==> config.mk <==
export PLATFORM = sky130hd
export DESIGN_NAME = rv32_div_seq
export DESIGN_NICKNAME = d
export VERILOG_FILES = /design/src/rtl/rv32_div_seq.sv
export SDC_FILE = /design/constraint.sdc
export NUM_CORES = 1
export LEC_CHECK = 0
export BUFFER_PORTS_ARGS = -buffer_cell sky130_fd_sc_hd__buf_2
export CAP_MARGIN = 20
export CORE_UTILIZATION = 40
export CTS_CLUSTER_DIAMETER = 150
export DETAILED_ROUTE_END_ITERATION = 10
export PLACE_DENSITY = 0.58
export SYNTH_ARGS = -nofsm -noshare
export SYNTH_HDL_FRONTEND = slang
export SYNTH_SLANG_ARGS = --single-unit
==> constraint.sdc <==
create_clock -name clk -period 3.45 [get_ports clk]
set_input_delay 0.5175 -clock clk [delete_from_list [all_inputs] [get_ports clk]]
set_output_delay 0.5175 -clock clk [all_outputs]
set_load 0.01 [all_outputs]
==> src/rtl/rv32_div_seq.sv <==
// rv32_div_seq: multi-cycle restoring divider for RV32M DIV/DIVU/REM/REMU
module rv32_div_seq #(
    parameter int BITS_PER_CYCLE = 1
) (
    input  logic        clk,
    input  logic        reset,
    input  logic        start_in,
    input  logic [1:0]  op_in,
    input  logic [31:0] dividend_in,
    input  logic [31:0] divisor_in,
    input  logic        kill_in,
    output logic        busy_out,
    output logic        done_out,
    output logic [31:0] result_out
);
    localparam int ITER = 32 / BITS_PER_CYCLE;

    generate
        if (BITS_PER_CYCLE != 1 && BITS_PER_CYCLE != 2 && BITS_PER_CYCLE != 4) begin : g_bad_bpc
            $error("rv32_div_seq: BITS_PER_CYCLE must be 1, 2 or 4");
        end
    endgenerate

    typedef enum logic [1:0] {IDLE, RUN, FIX, DONE} state_t;

    state_t      state_q, state_d;
    logic        rsel_q, rsel_d;
    logic        neg_quo_q, neg_quo_d;
    logic        neg_rem_q, neg_rem_d;
    logic [31:0] quo_q, quo_d;
    logic [31:0] dvs_q, dvs_d;
    logic [31:0] rem_q, rem_d;
    logic [4:0]  cnt_q, cnt_d;
    logic [31:0] res_q, res_d;

    logic        sgn, a_neg, b_neg, div_zero, ovf;
    logic [31:0] a_mag, b_mag, r, q, quo_fix, rem_fix;
    logic [32:0] t;

    // Next-state logic: operand capture, iteration chain, sign fixup, kill override
    always_comb begin
        state_d   = state_q;
        rsel_d    = rsel_q;
        neg_quo_d = neg_quo_q;
        neg_rem_d = neg_rem_q;
        quo_d     = quo_q;
        dvs_d     = dvs_q;
        rem_d     = rem_q;
        cnt_d     = cnt_q;
        res_d     = res_q;
        sgn       = !op_in[0];
        a_neg     = sgn & dividend_in[31];
        b_neg     = sgn & divisor_in[31];
        a_mag     = a_neg ? -dividend_in : dividend_in;
        b_mag     = b_neg ? -divisor_in : divisor_in;
        div_zero  = divisor_in == 32'd0;
        ovf       = sgn && dividend_in == 32'h8000_0000 && divisor_in == 32'hFFFF_FFFF;
        r         = rem_q;
        q         = quo_q;
        t         = 33'd0;
        for (int i = 0; i < BITS_PER_CYCLE; i++) begin
            t = {r, q[31]};
            q = {q[30:0], 1'b0};
            if (t >= {1'b0, dvs_q}) begin
                t    = t - {1'b0, dvs_q};
                q[0] = 1'b1;
            end
            r = t[31:0];
        end
        quo_fix = neg_quo_q ? -quo_q : quo_q;
        rem_fix = neg_rem_q ? -rem_q : rem_q;
        case (state_q)
            IDLE: begin
                if (start_in) begin
                    rsel_d    = op_in[1];
                    neg_quo_d = a_neg ^ b_neg;
                    neg_rem_d = a_neg;
                    quo_d     = a_mag;
                    dvs_d     = b_mag;
                    rem_d     = 32'd0;
                    cnt_d     = 5'(ITER - 1);
                    if (div_zero) begin
                        res_d   = op_in[1] ? dividend_in : 32'hFFFF_FFFF;
                        state_d = DONE;
                    end else if (ovf) begin
                        res_d   = op_in[1] ? 32'd0 : 32'h8000_0000;
                        state_d = DONE;
                    end else begin
                        state_d = RUN;
                    end
                end
            end
            RUN: begin
                rem_d   = r;
                quo_d   = q;
                cnt_d   = cnt_q - 5'd1;
                state_d = (cnt_q == 5'd0) ? FIX : RUN;
            end
            FIX: begin
                res_d   = rsel_q ? rem_fix : quo_fix;
                state_d = DONE;
            end
            default: state_d = IDLE;
        endcase
        if (kill_in) begin
            state_d = IDLE;
            res_d   = res_q;
        end
    end

    // State and datapath registers with synchronous reset
    always_ff @(posedge clk) begin
        if (reset) begin
            state_q   <= IDLE;
            rsel_q    <= 1'b0;
            neg_quo_q <= 1'b0;
            neg_rem_q <= 1'b0;
            quo_q     <= 32'd0;
            dvs_q     <= 32'd0;
            rem_q     <= 32'd0;
            cnt_q     <= 5'd0;
            res_q     <= 32'd0;
        end else begin
            state_q   <= state_d;
            rsel_q    <= rsel_d;
            neg_quo_q <= neg_quo_d;
            neg_rem_q <= neg_rem_d;
            quo_q     <= quo_d;
            dvs_q     <= dvs_d;
            rem_q     <= rem_d;
            cnt_q     <= cnt_d;
            res_q     <= res_d;
        end
    end

    assign busy_out   = (state_q == RUN) || (state_q == FIX);
    assign done_out   = state_q == DONE;
    assign result_out = res_q;
endmodule

==> impl_metrics.toml <==
[setup_path]
crit_type = "flip-flop to flip-flop"
reg2reg_from = "dvs_q[2]"
critical_path.reg2reg.endpoint = "rem_q[31]"
r2r_cell_count = 12
startpoint_type = "flip-flop"
worst-endpoint-arrival_ns = 3.49
timing.critical_path.to_type = "flip-flop"
required_time_reported_for_the_critical_path_endpoint_ns = 3.80
crit_fanout = 5
regToRegSetupSlack_ns = 0.31

[power]
ir_worst_vdd_v = 0.0002976
p_total_w = 0.004597
power_density_nw_per_um2 = 378.9
cellLeakagePower_nw = 4.852

[yosys]
synthesis.area_um2 = 10560
postSynth.asyncResetShare = 0
synth.ff_latch_count = 138
ys_warn_count = 0
synth_sequential_area_ratio = 0.2617
post_synth_num_cell_types = 73
synth-main-ff-cell = "sky130_fd_sc_hd__dfxtp_1"
number_of_enable_type_register_cells_in_the_synthesized_netlist = 0
synthesis.nets = 1530
synth.avg_cell_area_um2 = 7.450
netlist_instances = 1417

[place]
buffer_ports.inserted = 103
dp_worst_setup_slack_ns = 0.1581
post-dp-hpwl_um = 25170
dpl-instance-area_um2 = 11550
place.gp.congestion = 0.9366

[cts]
clkTransAtPathRegs_ns = 0.07
cts_tree = "done"
ctsLongestPathBuffers = 2
cts_setup_buffers = 0
ctsHoldBuffers = 0
max_h_tree_level = 4
clock_sink_count = 138
worstSkewPairLatency_ns = 0.43
cts_buf_count = 17
post_cts_resize_count = 0
cts_root_buffer = "sky130_fd_sc_hd__clkbuf_16"

[timing]
maxClockFrequency_mhz = 318.4
worst-slew-pin-transition_ns = 0.7894
setup_violations = 0
fin_setup_tns_ns = 0
grt_setup_unrepaired = "false"
clock-skew-final_ns = 0.01072
period_share = 0.9102
hold_viol = 0
timing.final.crit_period_ns = 3.140
maxSlewViolCount = 0
timing.slew.headroom = 0.4732
setup_slack_ns = 0.3097

[grt]
grt_antenna_before_repair = 1
first_global_vias = 9916
groute.usage.overall = 0.2545
globalRoute.totalOverflow = 0
grt_max_degree = 68
first_pass_grt_wire_length_um = 53960

[cells_and_area]
final_area_um2 = 12130
num_antenna_cells = 0
final_layout_size_suffix_gt1_frac = 0.1435
multiInputGateArea_um2 = 7221
nFillCells = 2692
ff_latch_area_um2 = 2763
count_of_nets_after_finishing = 1605
area_growth_pct = 14.95

[floorplan]
num_io_pins = 104
chipWidth_um = 164.5
fp-row-count = 59
coreArea_um2 = 25980
dieHeight_um = 164.5
initial_core_util = 0.4062
die_area_um2 = 27040

[outcome]
status = "complete, no violations"

[min_path]
hold-path-cell-count = 2
worst_hold_path.endpoint = "state_q[0]"
beginning_of_the_worst_hold_path = "kill_in"
timing.hold.worst.class = "primary input to flip-flop"

[detailed_routing]
dr_total_vias = 10811
detail_route.wirelength_um = 33850
drt_drc_violations_left = 0
drt_pass_1_iters = 6
route.antenna.remaining_nets = 0
wire_length_per_cell_um = 18.39
viasPerCell = 5.876
drtIter0Drc = 1242

[job]
maxCapViolCount = 0
## sequential cells by signal, indices dropped and copies added, names as in the netlist
| signal | flops |
|---|---|
| dvs_q | 32 |
| quo_q | 32 |
| rem_q | 32 |
| result_out | 32 |
| cnt_q | 5 |
| state_q | 2 |
| neg_quo_q | 1 |
| neg_rem_q | 1 |
| rsel_q | 1 |
## area by class of cell
cell class                      count  area share
Clock buffer                       19     0.03568
Inverter                           59     0.01825
Timing Repair Buffer              155     0.07692
Sequential cell                   138      0.2277
Tap cell                          335     0.03454
Clock inverter                     13     0.01186
Multi-Input combinational cell   1121      0.5951
## how the worst max path moves through the flow
stage / from / endpoint / slack (ns) / cells past startpoint
after floorplan: rem_q[11] / rem_q[2] / 0.48 / 11
after global placement: dividend_in[0] / result_out[23] / 0.22 / 12
after detailed placement: dividend_in[1] / result_out[23] / 0.16 / 12
after CTS: dvs_q[2] / rem_q[31] / 0.1 / 12
after global routing: dvs_q[2] / rem_q[31] / 0.02 / 12
final: dvs_q[2] / rem_q[31] / 0.31 / 12
## layer usage
metal	track usage	routed length, µm	up-vias
met4	0.07381	634	2
met5	0	8	-
met1	0.3521	16000	5078
li1	-	-	5337
met3	0.04571	1827	45
met2	0.4018	15370	349
## cells in the mapped netlist, drive strengths merged (5+ instances only)
cell    instances  area (µm²)
nor2          172       645.6
dfxtp         138        2763
nand2         119       454.2
a21oi         107       535.5
o21ai         107       535.5
clkbuf         91       342.8
xor2           71       621.9
xnor2          68       595.6
inv            58       217.7
a211oi         43       332.8
ha             42       525.5
nor3           36       180.2
o31ai          32       240.2
or3            26       162.7
a222oi         25       250.2
o41ai          24       210.2
nand4          20       125.1
a21o           17       127.6
nand3          17       85.08
or4            17       135.1
a311oi         12       105.1
nor4           12       90.09
or2            12       75.07
nand2b         11       68.82
o211ai         11       82.58
mux2i          10       100.1
a221oi          9       78.83
a31oi           9       56.30
and2            9       56.30
a32oi           8       70.07
buf             8       41.29
nor2b           8       50.05
o22ai           8       50.05
and3            7       43.79
nor3b           6       45.04
o21bai          5       37.54
## cell families after synthesis
group,count (synthesis),share of synthesized area
simple gates,485,0.2228
compound gates,444,0.2816
buf+inv,158,0.05737
xor+xnor,139,0.1153
flops,138,0.2617
fa+ha+maj,43,0.05168
mux,10,0.009482
## metrics by stage
stage               hold WS, ns    util  cells
floorplan                0.4319       -   1417
global placement         0.4390  0.4445   1808
detailed placement       0.4491  0.4445   1808
CTS                      0.3140  0.4667   1840
global route             0.3114  0.4670   1840
finish                   0.3264  0.4670   1840
## cells in the final DEF, fill, tap and decap left out, types with 12 or more instances in the layout
cell / Yosys / routed
sky130_fd_sc_hd__nor2_1: 172 / 171
sky130_fd_sc_hd__dfxtp_1: 138 / 138
sky130_fd_sc_hd__nand2_1: 118 / 118
sky130_fd_sc_hd__a21oi_1: 107 / 107
sky130_fd_sc_hd__o21ai_0: 106 / 106
sky130_fd_sc_hd__buf_2: 6 / 102
sky130_fd_sc_hd__xor2_1: 71 / 71
sky130_fd_sc_hd__xnor2_1: 68 / 68
sky130_fd_sc_hd__inv_1: 57 / 57
sky130_fd_sc_hd__buf_4: 1 / 51
sky130_fd_sc_hd__ha_1: 42 / 42
sky130_fd_sc_hd__a211oi_1: 41 / 41
sky130_fd_sc_hd__nor3_1: 36 / 36
sky130_fd_sc_hd__o31ai_1: 32 / 32
sky130_fd_sc_hd__or3_1: 26 / 26
sky130_fd_sc_hd__a222oi_1: 25 / 25
sky130_fd_sc_hd__o41ai_1: 24 / 24
sky130_fd_sc_hd__nand4_1: 20 / 20
sky130_fd_sc_hd__a21o_1: 17 / 17
sky130_fd_sc_hd__nand3_1: 17 / 17
sky130_fd_sc_hd__clkbuf_16: 0 / 17
sky130_fd_sc_hd__or4_1: 15 / 15
sky130_fd_sc_hd__or2_2: 12 / 12
sky130_fd_sc_hd__a311oi_1: 12 / 12
## worst max-delay path, stage by stage (launching register included)
cell and delay (ns):
sky130_fd_sc_hd__dfxtp_1 0.34, sky130_fd_sc_hd__inv_1 0.09, sky130_fd_sc_hd__ha_1 0.37, sky130_fd_sc_hd__a21oi_1 0.11, sky130_fd_sc_hd__a2111oi_1 0.49, sky130_fd_sc_hd__buf_4 0.20, sky130_fd_sc_hd__o2111ai_1 0.22, sky130_fd_sc_hd__a31oi_2 0.30
sky130_fd_sc_hd__buf_4 0.20, sky130_fd_sc_hd__a41oi_1 0.16, sky130_fd_sc_hd__o31ai_1 0.30, sky130_fd_sc_hd__xnor2_1 0.10, sky130_fd_sc_hd__o31ai_1 0.18
## power breakdown
group / leakage, nW / total [W] / switching, W / internal [W]
combinational: 3.45 / 0.000958 / 0.000592 / 0.000366
sequential: 1.13 / 0.00176 / 0.0000848 / 0.00168
clock: 0.270 / 0.00188 / 0.000806 / 0.00107
Power figures use the tool's default switching activity.
